## src/rtl/jtag_host_shifter.sv

```systemverilog
// jtag_host_shifter
//   Host-side JTAG shift engine. On a start request it captures a bit count,
//   a TDI word and a TMS word, then clocks them out LSB first on a generated
//   TCK. TDO is sampled at the end of each TCK-high phase and collected into
//   o_tdoData.
//
// Ports
//   i_clk      system clock, all state changes on its rising edge
//   i_rstn     synchronous active-low reset
//   i_start    transaction request, honoured only when idle
//   i_len      number of bits minus one, captured at start
//   i_tdiData  TDI bits, LSB first, captured at start
//   i_tmsData  TMS bits, LSB first, captured at start
//   i_TDO      serial return bit from the target
//   o_TCK      generated JTAG clock (registered)
//   o_TMS      JTAG mode select (registered)
//   o_TDI      JTAG serial data out (registered)
//   o_busy     high while bits are being shifted
//   o_done     one-cycle pulse when a transaction completes
//   o_tdoData  collected TDO bits, bit i = sample of shift bit i
//
// state | meaning
// IDLE  | waiting for i_start; launch flag marks the capture cycle
// LOW   | TCK low, TMS/TDI drive the current bit
// HIGH  | TCK high, TDO sampled on the last cycle
// DONE  | one-cycle completion pulse, all JTAG lines low
module jtag_host_shifter #(
  parameter int HALF_PERIOD = 4
) (
  input  logic        i_clk,
  input  logic        i_rstn,
  input  logic        i_start,
  input  logic [4:0]  i_len,
  input  logic [31:0] i_tdiData,
  input  logic [31:0] i_tmsData,
  input  logic        i_TDO,
  output logic        o_TCK,
  output logic        o_TMS,
  output logic        o_TDI,
  output logic        o_busy,
  output logic        o_done,
  output logic [31:0] o_tdoData
);

  typedef enum logic [1:0] {IDLE, LOW, HIGH, DONE} stateT;

  localparam logic [7:0] PHASE_LOAD = 8'(HALF_PERIOD - 1);

  stateT       state, nextState;
  logic        launch;
  logic [4:0]  lenQ;
  logic [31:0] tdiQ, tmsQ;
  logic [4:0]  bitCnt, nextBit;
  logic [7:0]  phaseCnt;
  logic        phaseTc, lastBit, accept;
  logic        tckD, tmsD, tdiD, busyD, doneD;

  assign phaseTc = (phaseCnt == 8'd0);
  assign lastBit = (bitCnt == lenQ);
  // The capture cycle still counts as idle, but a second request there is dropped.
  assign accept  = (state == IDLE) && !launch && i_start;

  // State register plus registered outputs and datapath.
  always_ff @(posedge i_clk) begin
    if (!i_rstn) begin
      state     <= IDLE;
      launch    <= 1'b0;
      lenQ      <= '0;
      tdiQ      <= '0;
      tmsQ      <= '0;
      bitCnt    <= '0;
      phaseCnt  <= '0;
      o_TCK     <= 1'b0;
      o_TMS     <= 1'b0;
      o_TDI     <= 1'b0;
      o_busy    <= 1'b0;
      o_done    <= 1'b0;
      o_tdoData <= '0;
    end else begin
      state  <= nextState;
      launch <= accept;
      bitCnt <= nextBit;
      o_TCK  <= tckD;
      o_TMS  <= tmsD;
      o_TDI  <= tdiD;
      o_busy <= busyD;
      o_done <= doneD;
      if (accept) begin
        lenQ      <= i_len;
        tdiQ      <= i_tdiData;
        tmsQ      <= i_tmsData;
        o_tdoData <= '0;
      end
      // Reload on every phase change so the down-counter never wraps.
      if (nextState != state) begin
        phaseCnt <= PHASE_LOAD;
      end else if (!phaseTc) begin
        phaseCnt <= phaseCnt - 8'd1;
      end
      if ((state == HIGH) && phaseTc) begin
        o_tdoData[bitCnt] <= i_TDO;
      end
    end
  end

  always_comb begin
    nextState = state;
    nextBit   = bitCnt;
    case (state)
      IDLE: begin
        nextBit = '0;
        if (launch) nextState = LOW;
      end
      LOW: begin
        if (phaseTc) nextState = HIGH;
      end
      HIGH: begin
        if (phaseTc) begin
          if (lastBit) begin
            nextState = DONE;
          end else begin
            nextState = LOW;
            nextBit   = bitCnt + 5'd1;
          end
        end
      end
      DONE: begin
        nextState = IDLE;
      end
      default: nextState = IDLE;
    endcase
  end

  // Outputs are decoded from the next state and registered, so the pins come
  // straight from flops and TMS/TDI only move when a new LOW phase begins.
  always_comb begin
    tckD  = 1'b0;
    tmsD  = 1'b0;
    tdiD  = 1'b0;
    busyD = 1'b0;
    doneD = 1'b0;
    case (nextState)
      LOW: begin
        busyD = 1'b1;
        tmsD  = tmsQ[nextBit];
        tdiD  = tdiQ[nextBit];
      end
      HIGH: begin
        busyD = 1'b1;
        tckD  = 1'b1;
        tmsD  = tmsQ[nextBit];
        tdiD  = tdiQ[nextBit];
      end
      DONE: doneD = 1'b1;
      default: ;
    endcase
  end

endmodule

```

## config.mk

```make
export PLATFORM = sky130hd
export DESIGN_NAME = jtag_host_shifter
export DESIGN_NICKNAME = d
export VERILOG_FILES = /design/src/rtl/jtag_host_shifter.sv
export SDC_FILE = /design/constraint.sdc
export NUM_CORES = 1
export LEC_CHECK = 0
export CAP_MARGIN = 20
export CORE_MARGIN = 10
export CORE_UTILIZATION = 53
export CTS_CLUSTER_SIZE = 10
export DETAILED_ROUTE_END_ITERATION = 8
export PLACE_DENSITY = 0.81
export SETUP_SLACK_MARGIN = 0.1
export SLEW_MARGIN = 5
export SYNTH_ARGS = -nofsm -noshare
export SYNTH_HDL_FRONTEND = slang
export SYNTH_SLANG_ARGS = --single-unit
```

## constraint.sdc

```tcl
create_clock -name i_clk -period 2.88 [get_ports i_clk]
set_input_delay 0.576 -clock i_clk [delete_from_list [all_inputs] [get_ports i_clk]]
set_output_delay 0.576 -clock i_clk [all_outputs]
set_load 0.01 [all_outputs]
```

==> summary.txt <==
Outcome
  • Status: finished, final reports clean

Global route
  • Grt met3 use: 7.383%
  • Tot GR Track Use: 20.03%
  • Largest net degree at the start of global routing: 71
  • Initial antenna violation count: 0
  • Congestion Overflow GR: 0
  • First-pass GRT wire length: 26.74 mm
  • Grt met1 use: 21.11%
  • GR Layer Usage met2: 35.33%
  • Vias in the first global route: 5636
  • GRT busiest layer: met2

Cells and area
  • Commonest non-fill, non-tap cell in the layout: nand2_1
  • P&R area growth vs syn: 34.88%
  • Antenna cell count: 0
  • Layout cells sized above 1: 10.18%
  • Fin area: 7983 um2
  • Most frequent cells in the layout: nand2_1, dfxtp_1, clkdlybuf4s50_1
  • Fin nets: 922
  • Final core occ: 73.32%

STA
  • Clock skew: 7.402 ps
  • Slew Limit Fails: 0
  • Fin crit share: 94.20%
  • Rel. slew slack: 39.93%
  • Slew @ Worst Pin: 899.1 ps
  • Final hold vios: 0
  • Min cycle time layout: 2713 ps
  • Final setup TNS: 0 ps
  • RSZ-0062 raised after global routing: false
  • # setup viols final: 0
  • Maximum operating frequency: 368.6 MHz
  • Fin Hold WS: 462.1 ps

Clock tree
  • Worst-Skew Late Latency: 530 ps
  • CTS clk-pin slew, worst paths: 60 ps
  • Cts hold-fix bufs: 0
  • Root Driver: clkbuf_8
  • Number of CTS-inserted buffers: 17
  • Clk sinks: 122
  • Clock buffer depth: 2
  • CTS tree: yes
  • H-tree depth: 4

Drt
  • Routed len/inst: 16.99 um
  • Vias: 5719
  • Antenna-violating nets left: 0
  • Initial DRT Pass Iterations: 6
  • WL final: 16.91 mm
  • Vias per inst: 5.748
  • Post-route DRC: 0
  • First DRT Iteration DRCs: 627

Worst setup path
  • Worst EP arrival: 3120 ps
  • Critical Path End Type: flop
  • CP required: 3290 ps
  • Setup Crit Path Kind: flop to flop
  • CP max FO: 10
  • Startpoint types: flop

Power and ir drop
  • Design Power: 0.005986 W
  • VDD IR-drop max: 484.0 uV
  • Static Leak: 2.891 nW
  • P per Cell Area: 749.9 nW/um2

Placed design
  • IO buf count: 109
  • Placed Instance Area: 7147 um2
  • Detailed Place HPWL: 11.38 mm
  • Gpl congestion: 0.9241

Job
  • MaxCap Viol Count: 0

Logic synthesis
  • Synth area leaders: dfxtp_1, nand2_1, a21boi_0
  • Largest area contributor in the netlist: dfxtp_1
  • Fraction of registers with async set/reset: 0%
  • Yosys reg bits: 122
  • Post-Syn Area per Cell: 8.030 um2
  • Syn. warnings: 0
  • Unique masters post-synth: 50
  • Top_reg_cell synth: dfxtp_1
  • Area share of the largest cell type after synthesis: 41.27%
  • Post-synth EDFFs: 0
  • Register area share after synthesis: 41.27%
  • Syn Nets: 817
  • Post-Synthesis Cell Area: 5918 um2
  • Synth Instances: 737

Min path
  • Hold crit path type: flop to flop

Floorplan
  • Chip Height: 125.7 um
  • Initial Util: 54.36%
  • I/O pin total: 110
  • FP Rows: 38
  • Horiz. Die Dim: 125.7 um
  • Die area: 15790 um2
  • Core area: 10890 um2
[cells in the mapped netlist, drive strengths merged, types with 3 or more instances]
cell type	number
mux2i	25
nor2	19
o211a	4
nor3b	3
ha	7
nand2	205
dfxtp	122
buf	11
a21oi	7
nor2b	4
a32oi	4
nand2b	6
xnor2	8
nand3	71
a211oi	3
and3	4
o22ai	4
clkbuf	45
nor3	4
o21ai	4
and2	14
inv	9
o211ai	18
a31oi	5
nor4	4
o2111ai	4
a21boi	102
[worst max-delay path, stage by stage, from the launching register on]
cell      delay (ps)
dfxtp_1          330
or3_1            510
nand2b_1         250
buf_4            210
a211oi_2         250
mux2i_2          160
a21oi_1          410
nand3_1          140
o211ai_1         220
o22ai_1          100
[routing by layer]
layer | vias up | routed length, um
li1 | 2758 | -
met1 | 2679 | 6749
met2 | 231 | 8543
met3 | 51 | 1174
met4 | 0 | 439
met5 | - | 0
[path summary, 6_finish.rpt]
path                    start  endpoint  slack, ps  cells past startpoint
hold reg to reg      tdiQ[14]  tdiQ[14]        460                      2
setup reg to reg  phaseCnt[7]     o_TDI        170                      9
setup / recovery  phaseCnt[7]     o_TDI        170                      9
hold / removal       tdiQ[14]  tdiQ[14]        460                      2
[power by group]
part / leakage, nW / internal, W / switching (W)
sequential: 0.995 / 0.00190 / 0.000185
clock: 0.323 / 0.00164 / 0.000774
combinational: 1.57 / 0.000641 / 0.000846
[final cells by class]
cell class | instances | area (um2)
multi-input cells | 551 | 3308
fillers | 784 | 2905
flip-flops and latches | 122 | 2442
repair buffers | 141 | 1350
clock buffers | 20 | 455.4
clock inverters | 12 | 217.7
well taps | 140 | 175.2
inverters | 9 | 33.78
[stage by stage]
step / cells / setup WS (ps)
finish: 995 / 166.9
global route: 995 / 93.99
CTS: 985 / 100.3
detailed placement: 953 / 45.01
global placement: 953 / 161.0
floorplan: 737 / 251.7
[flip-flops by register name (all words and copies together) (netlist names)]
register,flops
lenQ,5
tdiQ,32
o_TDI,1
launch,1
o_done,1
o_busy,1
bitCnt,5
tmsQ,32
o_TCK,1
state,2
o_TMS,1
phaseCnt,8
o_tdoData,32
[cells by family after synthesis]
| logic type | Yosys count | share of synthesized area [%] |
|---|---|---|
| AOI/OAI and AO/OA | 165 | 21.12 |
| adders and majority gates | 7 | 1.480 |
| DFF | 122 | 41.27 |
| and+or+nand+nor | 342 | 25.77 |
| buffers and inverters | 65 | 4.418 |
| muxes | 27 | 4.609 |
| xor gates and xnor gates | 9 | 1.332 |
[repair_timing]
| action | 4_1_cts | 5_1_grt |
|---|---|---|
| setup endpoints to repair | 2 | 2 |
| setup buffers | 0 | 9 |
| gates cloned | 0 | 1 |
| resized for setup | 6 | 12 |
| pin swaps | 0 | 2 |
(Power assumes the default switching activity.)
